[src/rtl/load_store_unit.sv]
// rtl/load_store_unit.sv - byte/half/word load-store unit in front of a word-indexed data memory
// Sub-word stores are read-modify-write; misaligned requests answer with an error and no access.
module load_store_unit #(
  parameter int N = 32,
  parameter int M = 32
) (
  input  logic         clk,
  input  logic         rst,
  input  logic         req_valid,
  output logic         req_ready,
  input  logic         req_we,
  input  logic [1:0]   req_size,
  input  logic         req_unsigned,
  input  logic [M-1:0] req_addr,
  input  logic [N-1:0] req_wdata,
  output logic         resp_valid,
  input  logic         resp_ready,
  output logic [N-1:0] resp_rdata,
  output logic         resp_err,
  output logic         MemW,
  output logic         MemR,
  output logic [M-1:0] address,
  output logic [N-1:0] Wdata,
  input  logic [N-1:0] Rdata
);

  typedef enum logic [1:0] {IDLE, READ, WRITE, RESP} state_t;

  state_t       state;
  logic [M-1:0] addr_q;
  logic [1:0]   size_q;
  logic         we_q;
  logic         unsigned_q;
  logic [N-1:0] wdata_q;
  logic [N-1:0] merge_q;

  logic         misaligned;
  logic [7:0]   lane_byte;
  logic [15:0]  lane_half;
  logic [N-1:0] load_ext;
  logic [3:0]   byte_en;
  logic [N-1:0] wdata_rep;
  logic [N-1:0] merged;

  always_comb begin
    misaligned = 1'b0;
    case (req_size)
      2'b01:   misaligned = req_addr[0];
      2'b10:   misaligned = (req_addr[1:0] != 2'b00);
      2'b11:   misaligned = 1'b1;
      default: misaligned = 1'b0;
    endcase
  end

  always_comb begin
    lane_byte = Rdata[{addr_q[1:0], 3'b000} +: 8];
    lane_half = addr_q[1] ? Rdata[31:16] : Rdata[15:0];
    case (size_q)
      2'b00:   load_ext = {{(N-8){~unsigned_q & lane_byte[7]}}, lane_byte};
      2'b01:   load_ext = {{(N-16){~unsigned_q & lane_half[15]}}, lane_half};
      default: load_ext = Rdata;
    endcase
  end

  // Replicate store data across lanes so the byte enables alone select where it lands.
  always_comb begin
    if (size_q == 2'b00) begin
      byte_en   = 4'b0001 << addr_q[1:0];
      wdata_rep = {4{wdata_q[7:0]}};
    end else begin
      byte_en   = addr_q[1] ? 4'b1100 : 4'b0011;
      wdata_rep = {2{wdata_q[15:0]}};
    end
    merged = '0;
    for (int i = 0; i < 4; i++) begin
      merged[8*i +: 8] = byte_en[i] ? wdata_rep[8*i +: 8] : Rdata[8*i +: 8];
    end
  end

  // Memory strobes come straight from the state register so reset removes them asynchronously.
  assign MemR    = (state == READ);
  assign MemW    = (state == WRITE);
  assign address = (MemR || MemW) ? (addr_q >> 2) : '0;
  assign Wdata   = MemW ? ((size_q == 2'b10) ? wdata_q : merge_q) : '0;

  always_ff @(posedge clk or posedge rst) begin
    if (rst) begin
      state      <= IDLE;
      req_ready  <= 1'b1;
      resp_valid <= 1'b0;
      resp_rdata <= '0;
      resp_err   <= 1'b0;
      addr_q     <= '0;
      size_q     <= '0;
      we_q       <= 1'b0;
      unsigned_q <= 1'b0;
      wdata_q    <= '0;
      merge_q    <= '0;
    end else begin
      case (state)
        IDLE: begin
          if (req_valid) begin
            addr_q     <= req_addr;
            size_q     <= req_size;
            we_q       <= req_we;
            unsigned_q <= req_unsigned;
            wdata_q    <= req_wdata;
            req_ready  <= 1'b0;
            resp_rdata <= '0;
            if (misaligned) begin
              resp_err   <= 1'b1;
              resp_valid <= 1'b1;
              state      <= RESP;
            end else begin
              resp_err <= 1'b0;
              state    <= (req_we && req_size == 2'b10) ? WRITE : READ;
            end
          end
        end
        READ: begin
          if (we_q) begin
            merge_q <= merged;
            state   <= WRITE;
          end else begin
            resp_rdata <= load_ext;
            resp_valid <= 1'b1;
            state      <= RESP;
          end
        end
        WRITE: begin
          resp_valid <= 1'b1;
          state      <= RESP;
        end
        RESP: begin
          if (resp_ready) begin
            resp_valid <= 1'b0;
            req_ready  <= 1'b1;
            state      <= IDLE;
          end
        end
        default: state <= IDLE;
      endcase
    end
  end

endmodule

[config.mk]
export PLATFORM = sky130hd
export DESIGN_NAME = load_store_unit
export DESIGN_NICKNAME = d
export VERILOG_FILES = /design/src/rtl/load_store_unit.sv
export SDC_FILE = /design/constraint.sdc
export NUM_CORES = 1
export LEC_CHECK = 0
export CORE_ASPECT_RATIO = 0.9
export CORE_MARGIN = 8
export CORE_UTILIZATION = 28
export CTS_CLUSTER_DIAMETER = 120
export CTS_CLUSTER_SIZE = 28
export DETAILED_ROUTE_END_ITERATION = 16
export SLEW_MARGIN = 25
export SYNTH_ARGS = -nofsm -noshare
export SYNTH_HDL_FRONTEND = slang
export SYNTH_SLANG_ARGS = --single-unit
[constraint.sdc]
create_clock -name clk -period 5 [get_ports clk]
set_input_delay 1 -clock clk [delete_from_list [all_inputs] [get_ports clk]]
set_output_delay 1 -clock clk [all_outputs]
set_load 0.02 [all_outputs]
# Yosys cells after proc, flatten, opt, wreduce, memory -nomap -nowiden
# Cells that the tools add are included.
# totals
out_inout_bits	101
input_bits	104
reg_bits	137
word_cells	72
# op_classes
shift	2
eq_ne	12
bitwise_logic	3
n_reduce_logical	13
mux	31
# ops
cell	count
32-bit two-way mux	5
32-bit one-hot mux with 2 select lines	2
8-bit two-way mux	4
32-bit by 6-bit variable part select with 8-bit output	1
30-bit two-way mux	1
16-bit two-way mux	1
2-bit == test (second input constant)	5
1-bit two-way mux	8
2-bit two-way mux	4
4-bit two-way mux	2
2-bit inequality test (second input constant)	4
2-bit one-hot mux with 4 select lines	1
2-bit by 1-bit == test with 1-bit output (second input constant)	3
2-bit AND reduction	3
3-bit AND reduction	2
2-bit nonzero test	3
2-bit logical NOT	2
1-bit one-hot mux with 4 select lines	1
4-bit AND reduction	1
1-bit by 2-bit << shifter with 4-bit output (first input constant)	1
1-bit one-hot mux with 3 select lines	1
1-bit bitwise AND	2
1-bit one-hot mux with 2 select lines	1
1-bit logical AND	1
2 further kinds	2

# Logic depth before layout (Yosys ltp)
# Gate-level depths: netlist of the first run.
# depth
word_depth	6
ltp_mapped	8
mapped_depth_nobuf	6

# Worst setup path after synthesis of the first run
# No wires, ideal clock.
# synth_timing
kind	reg2out
start	reg size_q[0]
end	out Wdata[21]
slack_ns	2.163
t_required_ns	4.000
path_buffers	3
stages_incl_launch_ff	7
arrival_ns	1.837
path_cell_list	dfrtp_1 buf_2 clkbuf_1 nor2_1 clkbuf_1 nand2_1 a21boi_0
# synth_between
elab_chain_len	3
# synth_lines
item	line	text
start, declared	31	logic [1:0] size_q;
start signal, assigned	104	size_q <= req_size;
2-bit == test	84	assign Wdata = MemW ? ((size_q == 2'b10) ? wdata_q : merge_q) : '0;
32-bit two-way mux (2 in a row)	84	
end, declared	23	output logic [N-1:0] Wdata,
# Every way passes these cells.

# Final worst setup path of the first run
# layout_timing
start	reg size_q[0]
end	out Wdata[0]
# Same word-level chain as after synthesis.

==> results.md, run 1 <==
* Status: complete, no violations
* GRT overflow at 0
* Wirelength, routed at 23.28 mm
* Max-cap violation count at 0
* Maximum VDD drop at 0.0004581 V
* Wirelength per Cell at 20.23 um
* Core Area at 24320 um2
* Sink Count at 137
* Synth-to-layout area growth at 41.88%
* Routed Antenna Nets at 0
* Worst-Margin Slew at 0.9678 ns
* Root Driver: clkbuf_16
* Cts repair resizes at 0
* Post-synth top flop: dfrtp_1
* Sequential fraction of the synthesis area at 0.4941
* Worst relative slew slack at 0.3548
* Diodes inserted at 0
* Total Routing Usage GR at 0.1555
* CP max FO at 23
* CP arrival at 3.09 ns
* F_max at 0.2447 GHz
* DRT Pass-1 Iters at 5
* H-tree levels at 4
* Synthesized area per cell at 10.71 um2
* Clock transition at path regs at 0.07 ns
* Share of cells above drive strength 1 at 0.1649
* Placed wire-length estimate at 17.20 mm
* Synthesized flop and latch total at 137
* Share of flip-flops with an asynchronous set or reset at 1.000
* DRC Markers at 0
* Setup Skew at 0.009915 ns
* Fin crit period at 4.086 ns
* Io pins at 205
* WS Path Type: reg2out
* Vias in the first global route at 5924
* Starting density of the core at 0.2853
* Worst skew pair latency at 0.42 ns
* DR iter-0 viols at 350
* Setup_tns at 0 ns
* Die area at 30090 um2
* Count of final setup violators at 0
* Clock buffer depth at 2
* Fin crit share at 0.8173
* Initial antenna violation count at 2
* Startpoint class of the critical path: flip-flop
* Final core occ at 0.4048
* Unrepaired setup endpoints after global routing: no
* Count leader, synth: dfrtp_1
* Synth cell types at 46
* Chip Width at 182.0 um
* PD cells at 712.1 nW/um2
* Synth top area cells: dfrtp_1 49%, mux2_2 14%, nand2_1 5.9%
* Hold_buf cts at 0
* Max-slew violations at 0
* Largest area contributor in the netlist: dfrtp_1
* YS warnings at 0
* Gpl congestion at 0.8098
* Synth top cells by count: 136 x dfrtp_1, 110 x nand2_1, 85 x mux2_2
* Critical Path End Type: output pin
* Final hold vios at 0
* Chip Height at 165.4 um
* Post-synthesis cell area at 6940 um2
* Nets at 939
* Worst path required time at 4.00 ns
* Row count at 54
* Post-Synthesis Cells at 648
* CTS buffer count at 17
* Leak at 4.110 nW
* Post-synth EDFFs at 0
* CTS tree: built
* # port buffers at 202
* Post-CTS setup buffers at 0
* Vias per cell at 4.876
* Largest net degree at the start of global routing at 110
* Global-route wire length before repair at 35.85 mm
* Vias post-DR at 5612
* Synth top area share at 0.4904
* Min-delay worst type: reg2reg
path summary, 6_finish.rpt:
check                           start        endpoint  slack [ns]  cells past startpoint
min in group asynchronous         rst      addr_q[21]        1.10                      2
max in group asynchronous         rst  resp_rdata[11]        3.11                      3
max                         size_q[0]        Wdata[0]        0.91                      5
min reg2reg                merge_q[9]      merge_q[9]        0.48                      2
max reg2reg                 addr_q[1]  resp_rdata[20]        2.45                      4
min                        merge_q[9]      merge_q[9]        0.48                      2
cells in the final DEF (no fill, tap or decap), types with 5 or more instances in the layout:
cell,netlist,final
a221o_1,16,16
mux2i_1,32,32
mux2_2,85,85
a32o_1,8,8
and3b_1,7,7
a21boi_1,5,5
clkdlybuf4s50_1,0,202
o21ai_1,18,18
ha_1,5,5
dfrtp_1,136,136
a21boi_0,27,27
o21ai_0,39,39
a21oi_1,18,18
clkbuf_16,0,17
nand2_1,110,109
a211o_1,7,7
buf_4,2,6
inv_6,0,5
or3_1,7,7
and2_1,30,30
nand2b_1,12,11
nor2_1,7,5
metal layers:
metal  global-route usage  vias to the layer above  part of all wire
met4              0.03239                        4            0.0074
met3              0.06146                       18             0.086
li1                     -                     2649                 -
met2               0.2445                      181              0.46
met1               0.2001                     2760              0.45
met5                    0                        -            0.0013
flip-flops by register name, summed over array words and instances (netlist names):
name / cells
unsigned_q: 1
req_ready: 1
addr_q: 32
merge_q: 32
resp_err: 1
resp_rdata: 32
we_q: 1
size_q: 2
resp_valid: 1
wdata_q: 32
state: 2
logic make-up after synthesis:
group | after synthesis | synth area share
and+or+nand+nor | 182 | 0.1249
AOI/OAI and AO/OA | 152 | 0.1529
DFF | 137 | 0.4941
muxes | 118 | 0.1862
buffers and inverters | 53 | 0.03227
adders and majority gates | 5 | 0.009014
other | 1 | 0.0005403
critical path, cell delays in order, from the launching register on:
cell             delay (ns)
dfrtp_1                0.64
nor2_2                 0.69
buf_12                 0.25
nand2_1                0.06
a21boi_0               0.33
clkdlybuf4s50_1        0.68
report_power, final:
part           internal (mW)  switching (mW)  total, mW
clock network          0.759           0.534       1.29
registers               1.64           0.418       2.06
logic                   1.73            1.93       3.66
total                   4.13            2.88       7.01
per-stage QoR:
stage | total power, mW | hold WS, ns | instance area [um2] | instances | setup slack [ns]
finish | 7.012 | 0.4810 | 9847 | 1151 | 0.9137
global route | 7.505 | 0.5090 | 9847 | 1151 | 0.7426
CTS | 7.105 | 0.4834 | 9833 | 1151 | 0.8276
detailed placement | 5.772 | 0.4694 | 9233 | 1119 | 1.300
global placement | 5.717 | 0.4625 | 9233 | 1119 | 1.305
floorplan | 4.265 | 0.4497 | 6944 | 649 | 0.3338
final cells by class:
| cell class | instances | area [um2] |
|---|---|---|
| well taps | 308 | 385.4 |
| repair buffers | 209 | 2087 |
| fillers | 2422 | 14480 |
| inverters | 6 | 30.03 |
| flip-flops and latches | 137 | 3430 |
| multi-input cells | 459 | 3314 |
| clock inverters | 14 | 161.4 |
| clock buffers | 18 | 439.2 |
Note: power is estimated with default switching activity, not from simulation.
==> inputs of run 2 (changes only) <==
clock period = 4 ns   (was 5 ns; I/O delays follow)
==> run 2 against run 1 <==
  * Clock power up 27%
  * First-iteration DRC count is 5.7% higher
  * Clock skew up 0.0025 ns
  * Critical path type unchanged
  * Sequential share of layout area is 0.22 points lower
==> results.md, run 2 (same netlist as run 1, synthesis figures left out) <==
* Status: complete, no violations
* Routed Antenna Nets at 0
* Maximum VDD drop at 0.0004430 V
* GR Layer Usage met3 at 0.06234
* H-tree levels at 4
* Unrepaired setup endpoints after global routing: no
* GRT overflow at 0
* Wirelength per Cell at 20.24 um
* Max-slew violations at 0
* Most frequent cells in the layout: 202 x clkdlybuf4s50_1, 136 x dfrtp_1, 109 x nand2_1
* Vias per cell at 4.865
* Worst relative slew slack at 0.3536
* Worst path required time at 3.20 ns
* Root Driver: clkbuf_16
* Leading cell type in the layout, fill and taps excluded: clkdlybuf4s50_1
* Global-route wire length before repair at 36.15 mm
* Largest net degree at the start of global routing at 72
* DR iter-0 viols at 370
* # port buffers at 202
* Min-delay worst type: reg2reg
* Grt peak-use layer: met2
* Chip Width at 182.0 um
* DRC Markers at 0
* WS Path Type: reg2out
* Placed wire-length estimate at 17.39 mm
* Fin crit share at 0.8710
* Pwr Total at 8.784 mW
* Vias in the first global route at 5928
* Synth-to-layout area growth at 42.80%
* Worst-case hold slack at 0.4864 ns
* Die area at 30090 um2
* CP arrival at 2.68 ns
* Met2 Use GR at 0.2439
* Nets at 944
* Sink Count at 137
* Io pins at 205
* Setup_tns at 0 ns
* Chip Height at 165.4 um
* Initial antenna violation count at 2
* Clock transition at path regs at 0.06 ns
* CTS tree: built
* CP max FO at 21
* Place WS at 0.9581 ns
* Sequential cell area at 3430 um2
* Critical Path End Type: output pin
* Row count at 54
* Core Area at 24320 um2
* Diodes inserted at 0
* Gpl congestion at 0.8192
* Setup Skew at 0.01240 ns
* PD cells at 886.3 nW/um2
* Final hold vios at 0
* # placed instances at 1123
* Wirelength, routed at 23.40 mm
* Max-cap violation count at 0
* Hold_buf cts at 0
* Leak at 4.151 nW
* F_max at 0.2870 GHz
* PnR worst setup slack at 0.5159 ns
* Worst skew pair latency at 0.43 ns
* Fin cells at 1156
* Met1 Use GR at 0.2052
* Post-CTS setup buffers at 0
* Vias post-DR at 5624
* Cts repair resizes at 0
* Count of final setup violators at 0
* Area of the multi-input gates at 3309 um2
* DRT Pass-1 Iters at 5
* Filler instances at 2351
* Clock buffer depth at 2
* CTS buffer count at 17
* Share of cells above drive strength 1 at 0.1675
* Startpoint class of the critical path: flip-flop
* Starting density of the core at 0.2853
* Fin crit period at 3.484 ns
* Worst-Margin Slew at 0.9697 ns
* Total Routing Usage GR at 0.1582
==> run 2: changes by cell type in the layout (fill, tap and decap cells not counted) <==
cell        previous run  this run
nor2_2                 4         3
buf_12                 1         3
clkinvlp_4             3         2
buf_4                  6         9
nand2b_2               1         0
inv_6                  5         4
clkinv_4               4         5
nand2b_1              11        12
nor2_1                 5         6
clkbuf_8               1         2
==> run 2: path summary, 6_finish.rpt <==
| check | endpoint | cells after the start | from | slack (ns) |
|---|---|---|---|---|
| setup / recovery | Wdata[2] | 6 | size_q[1] | 0.52 |
| hold / removal | merge_q[14] | 2 | merge_q[14] | 0.49 |
| setup reg to reg | resp_rdata[16] | 4 | addr_q[1] | 1.52 |
| hold reg to reg | merge_q[14] | 2 | merge_q[14] | 0.49 |
| max in group asynchronous | resp_rdata[27] | 3 | rst | 2.67 |
| min in group asynchronous | wdata_q[30] | 2 | rst | 0.72 |
==> run 2: report_power, final <==
part / leakage [nW] / switching [mW] / internal (mW)
sequential: 1.68 / 0.515 / 2.05
combinational: 2.17 / 2.41 / 2.17
clock: 0.297 / 0.670 / 0.969
total: 4.15 / 3.59 / 5.19
==> run 2: area by class of cell <==
class                      instances  share of cell area
multi-input combinational        459              0.3339
timing repair buffer             214              0.2169
sequential                       137              0.3460
inverter                           6            0.002651
clock buffer                      19             0.04570
clock inverter                    13             0.01591
tap                              308             0.03888
==> run 2: routing by layer <==
| layer | vias up | wire length, um |
|---|---|---|
| met3 | 24 | 2179 |
| li1 | 2648 | - |
| met5 | - | 26 |
| met4 | 4 | 259 |
| met1 | 2750 | 10480 |
| met2 | 198 | 10450 |
==> run 2: critical path, cell delays in order (launching register included) <==
cell	delay [ns]
dfrtp_1	0.36
inv_2	0.07
nor2_2	0.49
buf_4	0.38
nand2_1	0.08
a21boi_0	0.21
clkdlybuf4s50_1	0.68
==> run 2: per-stage QoR <==
stage                 util  area [um2]
floorplan                -        6948
global placement    0.3812        9271
detailed placement  0.3812        9271
CTS                 0.4063        9882
global route        0.4075        9911
finish              0.4075        9911
